<file path="config.mk">
export PLATFORM = sky130hd
export DESIGN_NAME = fifo_wr_arbiter
export DESIGN_NICKNAME = d
export VERILOG_FILES = /design/src/rtl/fifo_wr_arbiter.sv
export SDC_FILE = /design/constraint.sdc
export NUM_CORES = 1
export LEC_CHECK = 0
export ABC_AREA = 1
export ABC_CLOCK_PERIOD_IN_PS = 5400
export CAP_MARGIN = 20
export CORE_UTILIZATION = 50
export CTS_CLUSTER_DIAMETER = 200
export DETAILED_ROUTE_END_ITERATION = 6
export MAX_ROUTING_LAYER = met4
export PLACE_DENSITY = 0.86
export SYNTH_ARGS = -nofsm -noshare
export SYNTH_HDL_FRONTEND = slang
export SYNTH_SLANG_ARGS = --single-unit
export TNS_END_PERCENT = 10
</file>
<file path="constraint.sdc">
create_clock -name wclk -period 5.4 [get_ports wclk]
set_input_delay 1.08 -clock wclk [delete_from_list [all_inputs] [get_ports wclk]]
set_output_delay 1.08 -clock wclk [all_outputs]
set_load 0.01 [all_outputs]
</file>
<file path="src/rtl/fifo_wr_arbiter.sv">
// rtl/fifo_wr_arbiter.sv - round-robin burst arbiter sharing one async_fifo write port
module fifo_wr_arbiter #(
  parameter int NREQ  = 4,
  parameter int DSIZE = 8,
  parameter int BURST = 8,
  parameter int CNTW  = 16
) (
  input  logic                     wclk,
  input  logic                     wrst_n,
  input  logic [NREQ-1:0]          req_valid,
  input  logic [NREQ*DSIZE-1:0]    req_data,
  output logic [NREQ-1:0]          req_ready,
  input  logic                     cfg_almst_hold,
  output logic                     wreq,
  output logic [DSIZE-1:0]         wdata,
  input  logic                     wfull,
  input  logic                     wfull_almst,
  output logic [$clog2(NREQ)-1:0]  grant_id,
  output logic                     busy,
  output logic [CNTW-1:0]          wr_cnt
);

  localparam int IDW = $clog2(NREQ);

  typedef enum logic {S_IDLE, S_BURST} state_t;

  state_t           r_state;
  logic [IDW-1:0]   r_grant_id;
  logic [IDW-1:0]   r_last_id;
  logic [7:0]       r_burst_cnt;
  logic [CNTW-1:0]  r_wr_cnt;

  logic             w_found;
  logic [IDW-1:0]   w_pick;
  logic [IDW-1:0]   w_cand;
  logic             w_start;
  logic             w_bursting;
  logic             w_gvalid;
  logic [DSIZE-1:0] w_gdata;
  logic             w_last_word;

  // Scan requesters starting just after the last winner, wrapping modulo NREQ.
  always_comb begin
    w_found = 1'b0;
    w_pick  = '0;
    w_cand  = r_last_id;
    for (int j = 0; j < NREQ; j++) begin
      w_cand = (w_cand == IDW'(NREQ - 1)) ? '0 : w_cand + IDW'(1);
      if (!w_found && req_valid[w_cand]) begin
        w_found = 1'b1;
        w_pick  = w_cand;
      end
    end
  end

  always_comb begin
    w_gvalid = 1'b0;
    w_gdata  = '0;
    for (int i = 0; i < NREQ; i++) begin
      if (r_grant_id == IDW'(i)) begin
        w_gvalid = req_valid[i];
        w_gdata  = req_data[i*DSIZE +: DSIZE];
      end
    end
  end

  assign w_bursting  = (r_state == S_BURST);
  assign w_start     = w_found & ~wfull & ~(cfg_almst_hold & wfull_almst);
  assign w_last_word = (r_burst_cnt == 8'(BURST - 1));

  assign wreq  = w_bursting & w_gvalid & ~wfull;
  assign wdata = wreq ? w_gdata : '0;

  always_comb begin
    req_ready = '0;
    for (int i = 0; i < NREQ; i++) begin
      req_ready[i] = w_bursting & ~wfull & (r_grant_id == IDW'(i));
    end
  end

  assign grant_id = r_grant_id;
  assign busy     = w_bursting;
  assign wr_cnt   = r_wr_cnt;

  always_ff @(posedge wclk or negedge wrst_n) begin
    if (!wrst_n) begin
      r_state     <= S_IDLE;
      r_grant_id  <= '0;
      r_last_id   <= IDW'(NREQ - 1);
      r_burst_cnt <= '0;
      r_wr_cnt    <= '0;
    end else begin
      case (r_state)
        S_IDLE: begin
          if (w_start) begin
            r_grant_id  <= w_pick;
            r_burst_cnt <= '0;
            r_state     <= S_BURST;
          end
        end
        S_BURST: begin
          if (wreq) begin
            r_burst_cnt <= r_burst_cnt + 8'd1;
            r_wr_cnt    <= r_wr_cnt + CNTW'(1);
          end
          // A released requester ends the burst even while the FIFO is full.
          if ((wreq && w_last_word) || !w_gvalid) begin
            r_state   <= S_IDLE;
            r_last_id <= r_grant_id;
          end
        end
        default: r_state <= S_IDLE;
      endcase
    end
  end

endmodule

</file>
==> qor.yml <==
rows: 23
p_leak_uw: 0.00141
cts_max_path_buffers: 2
wl_um: 6090
max_slew_margin: 0.665
wire_per_inst_um: 13.7
syn_inst: 320
hold_viol: 0
required_ps: 4320
clk_pin_slew_ps: 60
crit_path_start_kind: "primary input"
utilization: 0.739
worstHoldPathType: "flop to flop"
worstRegToRegCells: 8
vdd_drop_max_v: 0.000254
antenna_found_initial: 0
ctsHoldBuffers: 0
synth_top_area_share: 0.310
worst_pin_slew_ps: 503
end_kind: "primary output"
worst_slack_ps: 1270
synth_fp_nets: 364
preCtsSetupSlack_ps: 1270
drc: 0
via_per_inst: 5.32
yosysWarnings: 0
initial_core_util: 0.534
max_stage_delay_ps: 600
cp_cell_sequence: "clkdlybuf4s50_1, inv_1, nand2_1, o21ai_2, o22ai_2, nand2_2, inv_1, clkdlybuf4s50_1"
area_growth_pct: 38.4
cap_violations: 0
status: "finished clean"
cts-root-buf: "clkbuf_8"
setup-tns-final_ps: 0
worstSetupPathType: "primary input to primary output"
final_nets: 439
hold_path.startpoint: "r_last_id[1]$_DFFE_PN1P_"
clkSinkCount: 29
cellPowerDensity_nw_per_um2: 431
slew_viol_final: 0
grt_pass1_wl_um: 9430
skew_ps: 6.47
finalSetupViolations: 0
dieArea_um2: 4630
slowest_stage: "clkdlybuf4s50_1"
p_total_uw: 1300
synth_top_cell_by_area: "dfrtp_1"
crit_path_start: "req_valid[0]"
clock_latency_ps: 280
io_pins: 73
htreeDepth: 2
fp.dieH_um: 68.1
syn_avg_cell_area_um2: 6.82
cp_max_fo: 14
coreArea_um2: 4090
fin_crit_sh: 0.765
grt-ovfl-total: 0
grt_pass1_vias: 2092
timing.rr.start: "grant_id[1]$_DFFE_PN0P_"
syn-cell-area_um2: 2180
dr.pass1.iters: 5
yosysUniqueCellTypes: 32
cts_resized: 0
finalCriticalPeriod_ps: 4130
cts_setup_buffers: 0
drive_gt1_frac: 0.0861
place_congestion: 0.876
rr_endpoint: "r_burst_cnt[1]$_DFFE_PN0P_"
timing.fmax_mhz: 242
ys_ff_latch: 29
io_buffers: 72
reg2reg_setup_slack_ps: 3180
route.vias.total: 2368
cts_tree: "yes"
dp_hpwl_um: 4560
grt_max_degree: 30
holdPathEnd: "r_last_id[1]$_DFFE_PN1P_"
rsz0062_at_grt: "no"
cts_inserted_buffers: 5
synth_area_leaders: "dfrtp_1 31%, nand2_1 19%, xor2_1 5.6%"
min_path_cells: 2
die_x_um: 68.1
arrival_ps: 3050
drtAntennaViolNets: 0
yosysSeqAreaShare: 0.334
track_usage: 0.284
drt_iter0_drc: 146
diodes: 0
synth_stat cells, drive strengths merged:
cell type	number
o22ai	2
inv	28
a211oi	1
a21oi	8
nand3b	3
a211o	1
dfrtp	27
o21ai	25
ha	3
nor3	8
xor2	14
nor2	34
buf	6
nand2	122
nand4	5
a221oi	2
nand3	23
dfstp	2
xnor2	6
worst max-delay path, delay by kind of cell:
kind | cells | cell delay [ps]
buf+inv | 4 | 1460
simple gates | 2 | 300
compound gates | 2 | 200
per-layer routing:
| metal | routed length [µm] | GRT usage | up-vias |
|---|---|---|---|
| li1 | - | - | 1178 |
| met1 | 2500 | 0.328 | 1072 |
| met2 | 2890 | 0.469 | 110 |
| met3 | 631 | 0.0817 | 8 |
| met4 | 78 | 0.0938 | 0 |
| met5 | 0 | - | - |
sequential cells by signal, summed over array words and instances, names as in the netlist:
signal       cells
wr_cnt          16
r_burst_cnt      8
grant_id         2
r_last_id        2
busy             1
cell type report:
cell class | instances | area [µm²]
Clock buffer | 7 | 86.3
Sequential cell | 29 | 728
Tap cell | 50 | 62.6
Inverter | 28 | 105
Multi-Input combinational cell | 257 | 1300
Fill cell | 360 | 1070
Timing Repair Buffer | 74 | 736
power breakdown:
| part | total, µW | internal (µW) | switching (µW) |
|---|---|---|---|
| Sequential | 360 | 274 | 85.7 |
| Combinational | 761 | 303 | 459 |
| Clock | 181 | 101 | 79.9 |
| Total | 1300 | 678 | 624 |
per-stage QoR:
step / area [µm²] / std cells / hold slack, ps
after detailed placement: 2930 / 438 / 475
after global routing: 3020 / 445 / 501
after floorplan: 2180 / 320 / 455
final: 3020 / 445 / 481
after global placement: 2930 / 438 / 465
after CTS: 3020 / 445 / 482
kinds of logic (layout without fill, tap and decap cells):
family,count (synthesis),after routing,synth area share
AO/OA/AOI/OAI,39,39,0.108
AND/OR/NAND/NOR,195,195,0.390
flip-flops,29,29,0.334
XOR/XNOR,20,20,0.0803
buffers and inverters,34,109,0.0700
adder cells (fa/ha/maj),3,3,0.0172
cells in the final DEF, fill, tap and decap left out, drive strengths merged, types with 6 or more instances in the layout:
cell / instances
inv: 28
nor3: 8
nand2: 122
nor2: 34
xnor2: 6
clkbuf: 7
o21ai: 25
dfrtp: 27
xor2: 14
a21oi: 8
clkdlybuf4s50: 72
nand3: 23
how the worst max path moves through the flow:
stage / end / slack [ps] / cells after the start
floorplan: wdata[1] / 2370 / 7
CTS: wreq / 1270 / 8
detailed placement: wreq / 1270 / 8
finish: wreq / 1270 / 8
global route: wreq / 1180 / 8
global placement: wreq / 1360 / 8
Power figures use the tool's default switching activity.
